===== config.mk =====
export PLATFORM = sky130hd
export DESIGN_NAME = route_reserve_arbiter
export DESIGN_NICKNAME = d
export VERILOG_FILES = /design/src/rtl/route_reserve_arbiter_pkg.sv /design/src/rtl/route_reserve_arbiter_arb.sv /design/src/rtl/route_reserve_arbiter.sv
export SDC_FILE = /design/constraint.sdc
export NUM_CORES = 1
export LEC_CHECK = 0
export ABC_AREA = 1
export BUFFER_PORTS_ARGS = -buffer_cell sky130_fd_sc_hd__buf_2
export CORE_MARGIN = 2
export CORE_UTILIZATION = 40
export DETAILED_ROUTE_END_ITERATION = 16
export GPL_TIMING_DRIVEN = 0
export HOLD_SLACK_MARGIN = 0.15
export SLEW_MARGIN = 15
export SYNTH_ARGS = -nofsm -noshare
export SYNTH_HDL_FRONTEND = slang
export SYNTH_SLANG_ARGS = --single-unit

===== constraint.sdc =====
create_clock -name clk -period 6 [get_ports clk]
set_input_delay 0 -clock clk [delete_from_list [all_inputs] [get_ports clk]]
set_output_delay 0 -clock clk [all_outputs]
set_load 0.005 [all_outputs]

===== src/rtl/route_reserve_arbiter_pkg.sv =====
// Shared definitions for the route-reserve switch allocator: FSM encoding,
// default sizing and the round-robin pick function.
package route_reserve_arbiter_pkg;

  localparam logic [1:0] StIdle  = 2'd0;
  localparam logic [1:0] StGrant = 2'd1;
  localparam logic [1:0] StBusy  = 2'd2;

  localparam int unsigned DefaultPorts = 5;
  localparam int unsigned PortIdxW     = 3;
  localparam int unsigned MaxPorts     = 16;
  localparam int unsigned MaxIdxW      = $clog2(MaxPorts);

  // First set bit of mask scanning ptr, ptr+1, ... modulo n; returns ptr when mask is empty.
  function automatic int unsigned rr_pick(input logic [MaxPorts-1:0] mask,
                                          input int unsigned ptr,
                                          input int unsigned n);
    int unsigned cand;
    logic        found;
    rr_pick = ptr;
    found   = 1'b0;
    for (int unsigned k = 0; k < MaxPorts; k++) begin
      cand = ptr + k;
      if (cand >= n) cand = cand - n;
      if (k < n && !found && mask[cand[MaxIdxW-1:0]]) begin
        rr_pick = cand;
        found   = 1'b1;
      end
    end
  endfunction

endpackage


===== src/rtl/route_reserve_arbiter_arb.sv =====
// Combinational round-robin 1-of-N arbiter: request mask and pointer in,
// one-hot grant and winning index out.
module rr_arbiter_1ofn
  import route_reserve_arbiter_pkg::*;
#(
  parameter int unsigned N = DefaultPorts,
  parameter int unsigned W = PortIdxW
) (
  input  logic [N-1:0] mask,
  input  logic [W-1:0] ptr,
  output logic [N-1:0] grant,
  output logic [W-1:0] idx
);

  logic [MaxPorts-1:0] wideMask;

  always_comb begin
    wideMask        = '0;
    wideMask[N-1:0] = mask;
    idx             = W'(rr_pick(wideMask, 32'(ptr), N));
    grant           = '0;
    if (|mask) grant[idx] = 1'b1;
  end

endmodule


===== src/rtl/route_reserve_arbiter.sv =====
// Switch allocator: per-output round-robin IDLE/GRANT/BUSY FSMs holding the crossbar binding.
// Define ROUTE_ARB_WATCHDOG_EN to add a per-output BUSY hold-limit watchdog.
module route_reserve_arbiter
  import route_reserve_arbiter_pkg::*;
#(
  parameter int unsigned NUM_PORTS     = DefaultPorts,
  parameter int unsigned REQUEST_WIDTH = PortIdxW,
  parameter int unsigned HOLD_LIMIT    = 64
) (
  input  logic                               clk,
  input  logic                               rst,
  input  logic [NUM_PORTS-1:0]               req_valid,
  input  logic [NUM_PORTS*REQUEST_WIDTH-1:0] req_port,
  input  logic [NUM_PORTS-1:0]               release_req,
  output logic [NUM_PORTS-1:0]               reserve_status,
  output logic [NUM_PORTS-1:0]               out_busy,
  output logic [NUM_PORTS*REQUEST_WIDTH-1:0] out_owner
`ifdef ROUTE_ARB_WATCHDOG_EN
  ,
  output logic [NUM_PORTS-1:0]               wd_expired
`endif
);

  if (REQUEST_WIDTH < $clog2(NUM_PORTS) || NUM_PORTS > MaxPorts || HOLD_LIMIT == 0)
  begin : gBadParams
    $error("route_reserve_arbiter: illegal parameter combination");
  end

  logic [1:0]               state     [NUM_PORTS];
  logic [REQUEST_WIDTH-1:0] owner     [NUM_PORTS];
  logic [REQUEST_WIDTH-1:0] rrPtr     [NUM_PORTS];
  logic [NUM_PORTS-1:0]     cand      [NUM_PORTS];
  logic [NUM_PORTS-1:0]     winOneHot [NUM_PORTS];
  logic [REQUEST_WIDTH-1:0] winIdx    [NUM_PORTS];
  logic [NUM_PORTS-1:0]     owned;

`ifdef ROUTE_ARB_WATCHDOG_EN
  localparam int unsigned CntW = $clog2(HOLD_LIMIT + 1);
  logic [CntW-1:0]      wdCnt [NUM_PORTS];
  logic [NUM_PORTS-1:0] wdFlag;
  assign wd_expired = wdFlag;
`endif

  always_comb begin
    owned = '0;
    for (int o = 0; o < NUM_PORTS; o++) begin
      if (state[o] != StIdle) owned[owner[o]] = 1'b1;
    end
  end

  // Each input names a single output, so two outputs can never pick the same input
  // in one cycle; excluding current owners is all that keeps bindings exclusive.
  always_comb begin
    for (int o = 0; o < NUM_PORTS; o++) begin
      cand[o] = '0;
      for (int i = 0; i < NUM_PORTS; i++) begin
        cand[o][i] = req_valid[i] && !owned[i] &&
                     (req_port[i*REQUEST_WIDTH +: REQUEST_WIDTH] == REQUEST_WIDTH'(o));
      end
    end
  end

  for (genvar o = 0; o < NUM_PORTS; o++) begin : gArb
    rr_arbiter_1ofn #(
      .N(NUM_PORTS),
      .W(REQUEST_WIDTH)
    ) uArb (
      .mask (cand[o]),
      .ptr  (rrPtr[o]),
      .grant(winOneHot[o]),
      .idx  (winIdx[o])
    );
  end

  always_ff @(posedge clk) begin
    if (rst) begin
      for (int o = 0; o < NUM_PORTS; o++) begin
        state[o] <= StIdle;
        owner[o] <= '0;
        rrPtr[o] <= '0;
`ifdef ROUTE_ARB_WATCHDOG_EN
        wdCnt[o] <= '0;
`endif
      end
`ifdef ROUTE_ARB_WATCHDOG_EN
      wdFlag <= '0;
`endif
    end else begin
      for (int o = 0; o < NUM_PORTS; o++) begin
`ifdef ROUTE_ARB_WATCHDOG_EN
        wdCnt[o] <= '0;
`endif
        case (state[o])
          StIdle: begin
            if (|winOneHot[o]) begin
              state[o] <= StGrant;
              owner[o] <= winIdx[o];
              rrPtr[o] <= (winIdx[o] == REQUEST_WIDTH'(NUM_PORTS - 1)) ? '0
                                                                       : winIdx[o] + 1'b1;
            end
          end
          StGrant: state[o] <= StBusy;
          StBusy: begin
            if (release_req[owner[o]]) begin
              state[o] <= StIdle;
`ifdef ROUTE_ARB_WATCHDOG_EN
            end else if (wdCnt[o] == CntW'(HOLD_LIMIT - 1)) begin
              state[o]  <= StIdle;
              wdFlag[o] <= 1'b1;
            end else begin
              wdCnt[o] <= wdCnt[o] + 1'b1;
`endif
            end
          end
          default: state[o] <= StIdle;
        endcase
      end
    end
  end

  // Status is masked during reset so a GRANT cycle cut short by rst never pulses.
  always_comb begin
    reserve_status = '0;
    out_busy       = '0;
    out_owner      = '0;
    for (int o = 0; o < NUM_PORTS; o++) begin
      out_busy[o] = (state[o] != StIdle);
      out_owner[o*REQUEST_WIDTH +: REQUEST_WIDTH] = owner[o];
      if (state[o] == StGrant && !rst) reserve_status[owner[o]] = 1'b1;
    end
  end

endmodule


==> key figures, run 1 <==
Outcome
  • Status: finished clean

Routing
  • Routed wl met3: 1770 um
  • Vias per cell: 5.31
  • Routed metal-1 wirelength: 12400 um
  • Highest routed metal layer: met4
  • Via count: 9374
  • Remaining antenna violation count: 0
  • Metal2 WL: 12000 um
  • Drc violations: 0
  • DR iter-0 viols: 813
  • Detailed Route WL: 27100 um
  • DR pass1 iterations: 6
  • Routed len/inst: 15.3 um

Worst setup path
  • CP Max Fanout: 10
  • Setup slack, reg-to-reg: 1320 ps
  • Reg2reg end: owner[0][3]$_SDFFCE_PP0P_
  • CP Buf/Inv Count: 8
  • CP arrival: 4740 ps
  • R2R depth: 29
  • Setup crit end kind: flop
  • Crit Path Category: flop to flop
  • Crit Reg-Reg Startpoint: rrPtr[0][12]$_SDFFCE_PP0P_
  • CP top delay family: simple AND/OR/NAND/NOR gates
  • Slowest CP cell: edfxtp_1
  • Critical path required time: 6060 ps
  • Setup crit start kind: flop
  • Worst path max stage delay: 530 ps

Placed design
  • IO buf count: 51
  • Final HPWL from detailed placement: 22300 um
  • Placer congestion estimate: 0.969
  • DP Area: 9250 um2

Logic synthesis
  • Yosys top cell by area: nand2_1
  • Synth unique cells: 56
  • Syn_area_per_cell: 6.05 um2
  • Gate count of the mapped netlist: 1430
  • Register area share after synthesis: 13.8%
  • Syn Nets: 1527
  • Yosys warning count: 0
  • Mapped Area: 8650 um2
  • Area share of the largest cell type after synthesis: 16.1%
  • Ranking of synthesized cells by area: nand2_1, edfxtp_1, ha_1, inv_1, nand3_1
  • Register bit count reported by yosys: 40

CTS
  • Post-cts resize count: 0
  • CTS tree: yes
  • Post-CTS Setup Bufs: 0
  • H-Tree Depth: 2
  • Clk Latency, worst-skew pair: 310 ps
  • Hold_buf cts: 0
  • CTS Sinks: 40
  • Num CTS Buffers: 5
  • CTS root buf: clkbuf_16
  • Clock buffer depth: 2
  • Reg clk slew, reported paths: 70 ps

Layout
  • Most common cell after layout, fill and taps aside: nand2_1
  • Design Area, Final: 9420 um2
  • FILL cells: 2293
  • Commonest cells after routing, fill and taps aside: nand2_1, inv_1, nand3_1
  • Area of the multi-input gates: 6450 um2
  • Storage cell area: 1190 um2
  • Final net count: 1585
  • Area grow syn2layout: 8.90%
  • Layout cells sized above 1: 15.5%

Timing
  • Slew headroom: 51.5%
  • Max Freq: 214 MHz
  • Final Hold Violating Endpoints: 0
  • Max Clock Skew: 12.0 ps
  • Tcrit/Tclk final: 78.0%
  • Worst-Margin Slew: 722 ps
  • Final setup vio count: 0
  • Final Max Slew Viols: 0
  • Final setup TNS: 0 ps
  • Final critical-path required period: 4680 ps
  • RSZ-0062 raised after global routing: false

Die
  • Row cnt: 53
  • Die ar.: 22800 um2
  • Initial Util: 41.0%
  • Die width: 151 um
  • Die Y: 151 um
  • Core ar.: 21100 um2
  • Count of boundary I/O pins: 52

GRT
  • Global Route Usage Sum: 24.1%
  • Vias in the first global route: 8477
  • Largest net degree at the start of global routing: 14
  • Initial antenna violation count: 0
  • GR Overflow Total: 0
  • First-pass GRT wire length: 43200 um

Worst hold path
  • Hold Startpoint: rst
  • Hold Path Stages: 2
  • Worst min-delay path class: input port to flop
  • WHS Endpoint: state[4][1]$_DFFE_PP_

Job
  • Max-cap violation count: 0
==> flip-flops by register name, indices dropped and copies added, names as in the netlist <==
signal,cells
rrPtr,15
owner,15
state,10
==> logic make-up (layout without fill, tap and decap cells) <==
logic type               count (synthesis)  in the layout  synth area share (%)
AO/OA/AOI/OAI                          177            177                  12.5
adder cells (fa/ha/maj)                 70             70                  10.6
XOR/XNOR                                34             34                  3.53
other                                    0              1                     0
buffers and inverters                  255            314                  11.6
flip-flops                              40             40                  13.8
AND/OR/NAND/NOR                        854            854                  48.1
==> cell usage after synthesis, drive strengths merged <==
cell type,instances
xor2,29
nor3b,1
inv,240
o221a,1
nand3b,4
nor2,184
nor4,1
or2,3
nand3,173
clkbuf,3
a31oi,3
o22ai,18
a2111oi,1
nand4,37
clkinv,3
a311oi,3
o2111ai,1
dfxtp,1
and2,4
o21a,6
xnor2,5
o31ai,2
nand2,410
a221oi,1
buf,9
ha,65
a21oi,59
fa,5
o221ai,4
o21ai,69
o211ai,9
nor3,37
edfxtp,39
==> cell type report <==
class                   instances  area share [%]
multi-input cells            1135            68.5
flip-flops and latches         40            12.6
repair buffers                 51            2.71
clock buffers                   5            1.33
plain buffers                  12           0.917
diodes                          1          0.0266
clock inverters                 3           0.452
inverters                     243            9.71
well taps                     275            3.65
==> stage by stage <==
| step | hold WS [ps] | instances | util, % | worst slack (ps) |
|---|---|---|---|---|
| floorplan | 210 | 1430 | - | 2350 |
| global placement | 517 | 1756 | 43.8 | 1410 |
| detailed placement | 510 | 1756 | 43.8 | 1380 |
| CTS | 184 | 1764 | 44.6 | 1360 |
| global route | 208 | 1764 | 44.6 | 1010 |
| finish | 211 | 1765 | 44.7 | 1320 |
==> worst max path at each step <==
stage,from,endpoint,slack (ps),cells past startpoint
final,rrPtr[0][12]$_SDFFCE_PP0P_,owner[0][3]$_SDFFCE_PP0P_,1320,29
after global routing,rrPtr[0][12]$_SDFFCE_PP0P_,owner[0][3]$_SDFFCE_PP0P_,1010,28
after CTS,rrPtr[0][12]$_SDFFCE_PP0P_,owner[0][3]$_SDFFCE_PP0P_,1360,29
after detailed placement,rrPtr[0][12]$_SDFFCE_PP0P_,owner[0][3]$_SDFFCE_PP0P_,1380,29
after global placement,rrPtr[0][12]$_SDFFCE_PP0P_,owner[0][3]$_SDFFCE_PP0P_,1410,29
after floorplan,rrPtr[0][12]$_SDFFCE_PP0P_,owner[0][3]$_SDFFCE_PP0P_,2350,29
==> per-layer routing <==
layer / global-route usage, % / vias to the layer above
li1: - / 4786
met1: 33.7 / 4246
met2: 37.9 / 292
met3: 2.71 / 50
met4: 9.16 / 0
met5: 0 / -
Power of run 1 is not shown: default switching activity piles up to over one toggle a cycle in this logic, so the estimate is an artifact.
==> inputs of run 2 (changes only) <==
Clock period 6 ns to 4.86 ns, I/O delays scaled along.
==> run 2 against run 1 <==
Compared with the run above: first-iteration DRC count fell by 0.49%; die area did not move; clock skew fell by 0.82 ps; cell count rose by 0.17%; cell area rose by 0.37%; non-clock buffer count rose by 3; count of clock-buffer cells in the layout did not move; hold slack got worse by 9.3 ps; via count barely moved; critical path depth did not move; critical path type unchanged; critical endpoint unchanged.
==> key figures, run 2 (synthesis gave the netlist of run 1 again) <==
Outcome
  • Status: finished clean

Worst setup path
  • Worst path max stage delay: 510 ps
  • CP Max Fanout: 10
  • Critical path required time: 4920 ps
  • Setup crit start kind: flop
  • Setup crit end kind: flop
  • Crit Path Category: flop to flop
  • CP arrival: 4670 ps
  • Slowest CP cell: edfxtp_1

CTS
  • H-Tree Depth: 2
  • Clk Latency, worst-skew pair: 300 ps
  • Num CTS Buffers: 5
  • Reg clk slew, reported paths: 70 ps
  • CTS root buf: clkbuf_16
  • Hold_buf cts: 0
  • CTS tree: yes
  • CTS Sinks: 40
  • Clock buffer depth: 2

Job
  • Max-cap violation count: 0

Layout
  • Commonest cells after routing, fill and taps aside: nand2_1, inv_1, nand3_1
  • Area grow syn2layout: 9.30%
  • Design Area, Final: 9450 um2
  • FILL cells: 2296
  • Most common cell after layout, fill and taps aside: nand2_1
  • Layout cells sized above 1: 15.9%
  • Regs by FF count: owner (15), rrPtr (15), state (10)
  • Final net count: 1588

Timing
  • Final setup vio count: 0
  • Final Max Slew Viols: 0
  • Final critical-path required period: 4620 ps
  • Min Hold Slack: 201 ps
  • Worst-Margin Slew: 792 ps
  • Max Freq: 217 MHz
  • Tcrit/Tclk final: 95.0%
  • Slew headroom: 46.8%
  • Final Hold Violating Endpoints: 0
  • Max Clock Skew: 11.2 ps

Routing
  • DR iter-0 viols: 809
  • Detailed Route WL: 27000 um
  • DR pass1 iterations: 5
  • Routed len/inst: 15.3 um
  • Vias per cell: 5.30
  • Via count: 9375
  • Drc violations: 0
  • Remaining antenna violation count: 0

Placed design
  • DP Area: 9250 um2
  • Final HPWL from detailed placement: 22300 um
  • Placer congestion estimate: 0.969
  • IO buf count: 51

Die
  • Die width: 151 um
  • Die ar.: 22800 um2
  • Initial Util: 41.0%
  • Die Y: 151 um
  • Row cnt: 53
  • Core ar.: 21100 um2
  • Count of boundary I/O pins: 52

GRT
  • Initial antenna violation count: 0
  • Vias in the first global route: 8477
  • GR Overflow Total: 0
  • Largest net degree at the start of global routing: 14
  • First-pass GRT wire length: 43200 um
  • Global Route Usage Sum: 24.1%

Worst hold path
  • Worst min-delay path class: input port to flop
run 2: timing repair:
item	in CTS	in global routing
resized for setup	0	3
endpoints found under the setup margin	0	10
buffers inserted	0	3
run 2: cell type report:
cell class              instances  area, um2  area share (%)
inverters                     243        915            9.68
plain buffers                  12       86.3           0.913
flip-flops and latches         40       1190            12.6
clock inverters                 3       42.5           0.450
multi-input cells            1135       6470            68.4
well taps                     275        344            3.64
diodes                          1       2.50          0.0265
clock buffers                   5        125            1.32
repair buffers                 54        278            2.94
run 2: worst max-delay path: cells and delay by family (launching register included):
kind	cells	cell delay [ps]
XOR/XNOR	1	270
adder cells (fa/ha/maj)	2	470
flip-flops	1	510
AND/OR/NAND/NOR	18	1780
buffers and inverters	8	1300
run 2: layer usage:
| metal | track usage, % | vias up | wire (um) |
|---|---|---|---|
| li1 | - | 4789 | - |
| met1 | 33.7 | 4271 | 12600 |
| met2 | 37.9 | 265 | 12000 |
| met3 | 2.71 | 50 | 1580 |
| met4 | 9.16 | 0 | 931 |
| met5 | 0 | - | 0 |
run 2: worst paths after layout:
kind	from	end	slack (ps)	cells past startpoint
hold reg to reg	state[4][1]$_DFFE_PP_	state[4][1]$_DFFE_PP_	580	1
setup / recovery	rrPtr[0][12]$_SDFFCE_PP0P_	owner[0][3]$_SDFFCE_PP0P_	240	29
hold / removal	rst	state[4][1]$_DFFE_PP_	200	2
setup reg to reg	rrPtr[0][12]$_SDFFCE_PP0P_	owner[0][3]$_SDFFCE_PP0P_	240	29
run 2: stage by stage:
step | TNS (ps) | utilization, % | instances | setup WS (ps)
after CTS | 0 | 44.6 | 1764 | 220
after global routing | -3.12 | 44.8 | 1767 | -3.12
after detailed placement | 0 | 43.8 | 1756 | 241
after global placement | 0 | 43.8 | 1756 | 266
after floorplan | 0 | - | 1430 | 1210
final | 0 | 44.8 | 1768 | 243
Power of run 2 is left out for the same reason.
==> inputs of run 3 (changes only) <==
Settings changed: CELL_PAD_IN_SITES_DETAIL_PLACEMENT set to 2, CELL_PAD_IN_SITES_GLOBAL_PLACEMENT set to 2, CORE_UTILIZATION 40 to 34, PLACE_DENSITY_LB_ADDON set to 0.1.
==> run 3 against run 2 <==
Compared with the run above: fmax grew 6.3%; register-to-register slack gained 270 ps; non-clock buffer count grew 12; routed wire length grew 27%; sequential share of layout area shrank 0.23 points; utilization shrank 6.5 points; die area grew 17%; first-iteration DRC count shrank 65%; global-route usage grew 2.0 points.
==> key figures, run 3 (synthesis gave the netlist of run 1 again) <==
Worst setup path
  • Setup slack, reg-to-reg: 520 ps
  • Reg2reg end: owner[0][3]$_SDFFCE_PP0P_
  • CP Max Fanout: 10
  • CP arrival: 4410 ps
  • Crit Path Category: flop to flop
  • Critical path required time: 4920 ps
  • Setup crit start kind: flop
  • Crit Reg-Reg Startpoint: rrPtr[0][4]$_SDFFCE_PP0P_
  • R2R depth: 22
  • Setup crit end kind: flop
  • Critical path endpoint: owner[0][3]$_SDFFCE_PP0P_
  • Crit path launch: rrPtr[0][4]$_SDFFCE_PP0P_

Routing
  • Via count: 9737
  • Vias per cell: 5.31
  • DR pass1 iterations: 4
  • Detailed Route WL: 34500 um
  • Drc violations: 0
  • Routed len/inst: 18.8 um
  • DR iter-0 viols: 280
  • Remaining antenna violation count: 0

CTS
  • H-Tree Depth: 2
  • Hold_buf cts: 0
  • Reg clk slew, reported paths: 70 ps
  • Clock buffer depth: 2
  • CTS tree: yes
  • CTS Sinks: 40
  • Num CTS Buffers: 5
  • CTS root buf: clkbuf_16
  • Clk Latency, worst-skew pair: 310 ps

Timing
  • Final setup vio count: 0
  • Worst setup margin: 517 ps
  • Final critical-path required period: 4340 ps
  • Max Clock Skew: 12.3 ps
  • Final setup TNS: 0 ps
  • Tcrit/Tclk final: 89.4%
  • Worst-Margin Slew: 1040 ps
  • Max Freq: 230 MHz
  • RSZ-0062 raised after global routing: false
  • Final Max Slew Viols: 0
  • Slew headroom: 30.1%
  • Final Hold Violating Endpoints: 0

Layout
  • Regs by FF count: owner (15), rrPtr (15), state (10)
  • Design Area, Final: 9630 um2
  • Layout cells sized above 1: 17.0%
  • Layout Cells excl Fill: 1834
  • Most common cell after layout, fill and taps aside: nand2_1
  • Commonest cells after routing, fill and taps aside: nand2_1, inv_1, nand3_1
  • Antenna fix cells: 0
  • Area grow syn2layout: 11.3%
  • Final net count: 1600

Job
  • Max-cap violation count: 0

Die
  • Row cnt: 58
  • Core ar.: 25100 um2
  • Count of boundary I/O pins: 52
  • Die Y: 163 um
  • Initial Util: 34.4%
  • Die width: 163 um
  • Die ar.: 26700 um2

Placed design
  • IO buf count: 51
  • Final HPWL from detailed placement: 29000 um
  • Post-place setup slack: 89.3 ps
  • Placer congestion estimate: 0.871
  • DP Area: 9320 um2
  • Post-Place Cells: 1811

GRT
  • Met1 Use GR: 31.1%
  • Grt met3 use: 2.87%
  • Vias in the first global route: 10400
  • Met2 usage: 49.7%
  • GR peak layer: met2
  • Initial antenna violation count: 0
  • Global Route Usage Sum: 26.0%
  • GR Overflow Total: 0
  • First-pass GRT wire length: 55000 um
  • Largest net degree at the start of global routing: 15

Worst hold path
  • Worst min-delay path class: input port to flop

Outcome
  • Status: finished clean
[run 3: changes by cell type in the layout (fill, tap and decap cells not counted), sizes merged]
cell      change
buf          +12
clkinvlp      +1
diode         -1
inv           -1
[run 3: layer usage]
layer | vias to the layer above | routed length [um]
met5 | - | 0
met4 | 0 | 569
met3 | 35 | 966
met2 | 108 | 17900
met1 | 4794 | 15000
li1 | 4800 | -
[run 3: what timing repair did]
| action | CTS | global route |
|---|---|---|
| setup buffers | 0 | 15 |
| endpoints found under the setup margin | 0 | 34 |
| gates resized for setup | 0 | 11 |
[run 3: worst min-delay path by stage]
stage	end	start	slack, ps	cells past startpoint
detailed placement	state[4][1]$_DFFE_PP_	rst	510	2
global placement	state[4][1]$_DFFE_PP_	rst	490	2
CTS	state[4][1]$_DFFE_PP_	rst	180	2
global route	state[4][1]$_DFFE_PP_	rst	200	2
finish	state[4][1]$_DFFE_PP_	rst	190	2
floorplan	state[4][1]$_DFFE_PP_	rst	210	1
[run 3: worst max-delay path, stage by stage, from the launching register on]
cell      delay, ps
edfxtp_1        580
inv_1           240
ha_1            290
ha_1            330
o21ai_1         140
nand2_1         140
o21ai_1         380
nand3_1         160
o211ai_1        150
nand4_2         240
nor2_2          210
nor2_1           70
nand2_1          70
nand2_1          50
nand2_1         140
nand2_1         110
nand2_2          90
nand2_2          70
inv_2            70
nand4_4         130
inv_4           170
buf_12          200
nor2_2           50
[run 3: area by class of cell]
class | instances | area [um2]
multi-input combinational | 1135 | 6480
buffer | 12 | 86.3
clock buffer | 5 | 125
inverter | 243 | 918
fill | 3304 | 15500
tap | 330 | 413
sequential | 40 | 1190
clock inverter | 3 | 47.5
timing repair buffer | 66 | 368
[run 3: metrics by stage]
stage	util [%]	hold WS, ps
2_1_floorplan	-	210
3_3_place_gp	37.1	490
3_5_place_dp	37.1	506
4_1_cts	37.8	182
5_1_grt	38.3	202
6_report	38.3	186
Power of run 3 is left out for the same reason.
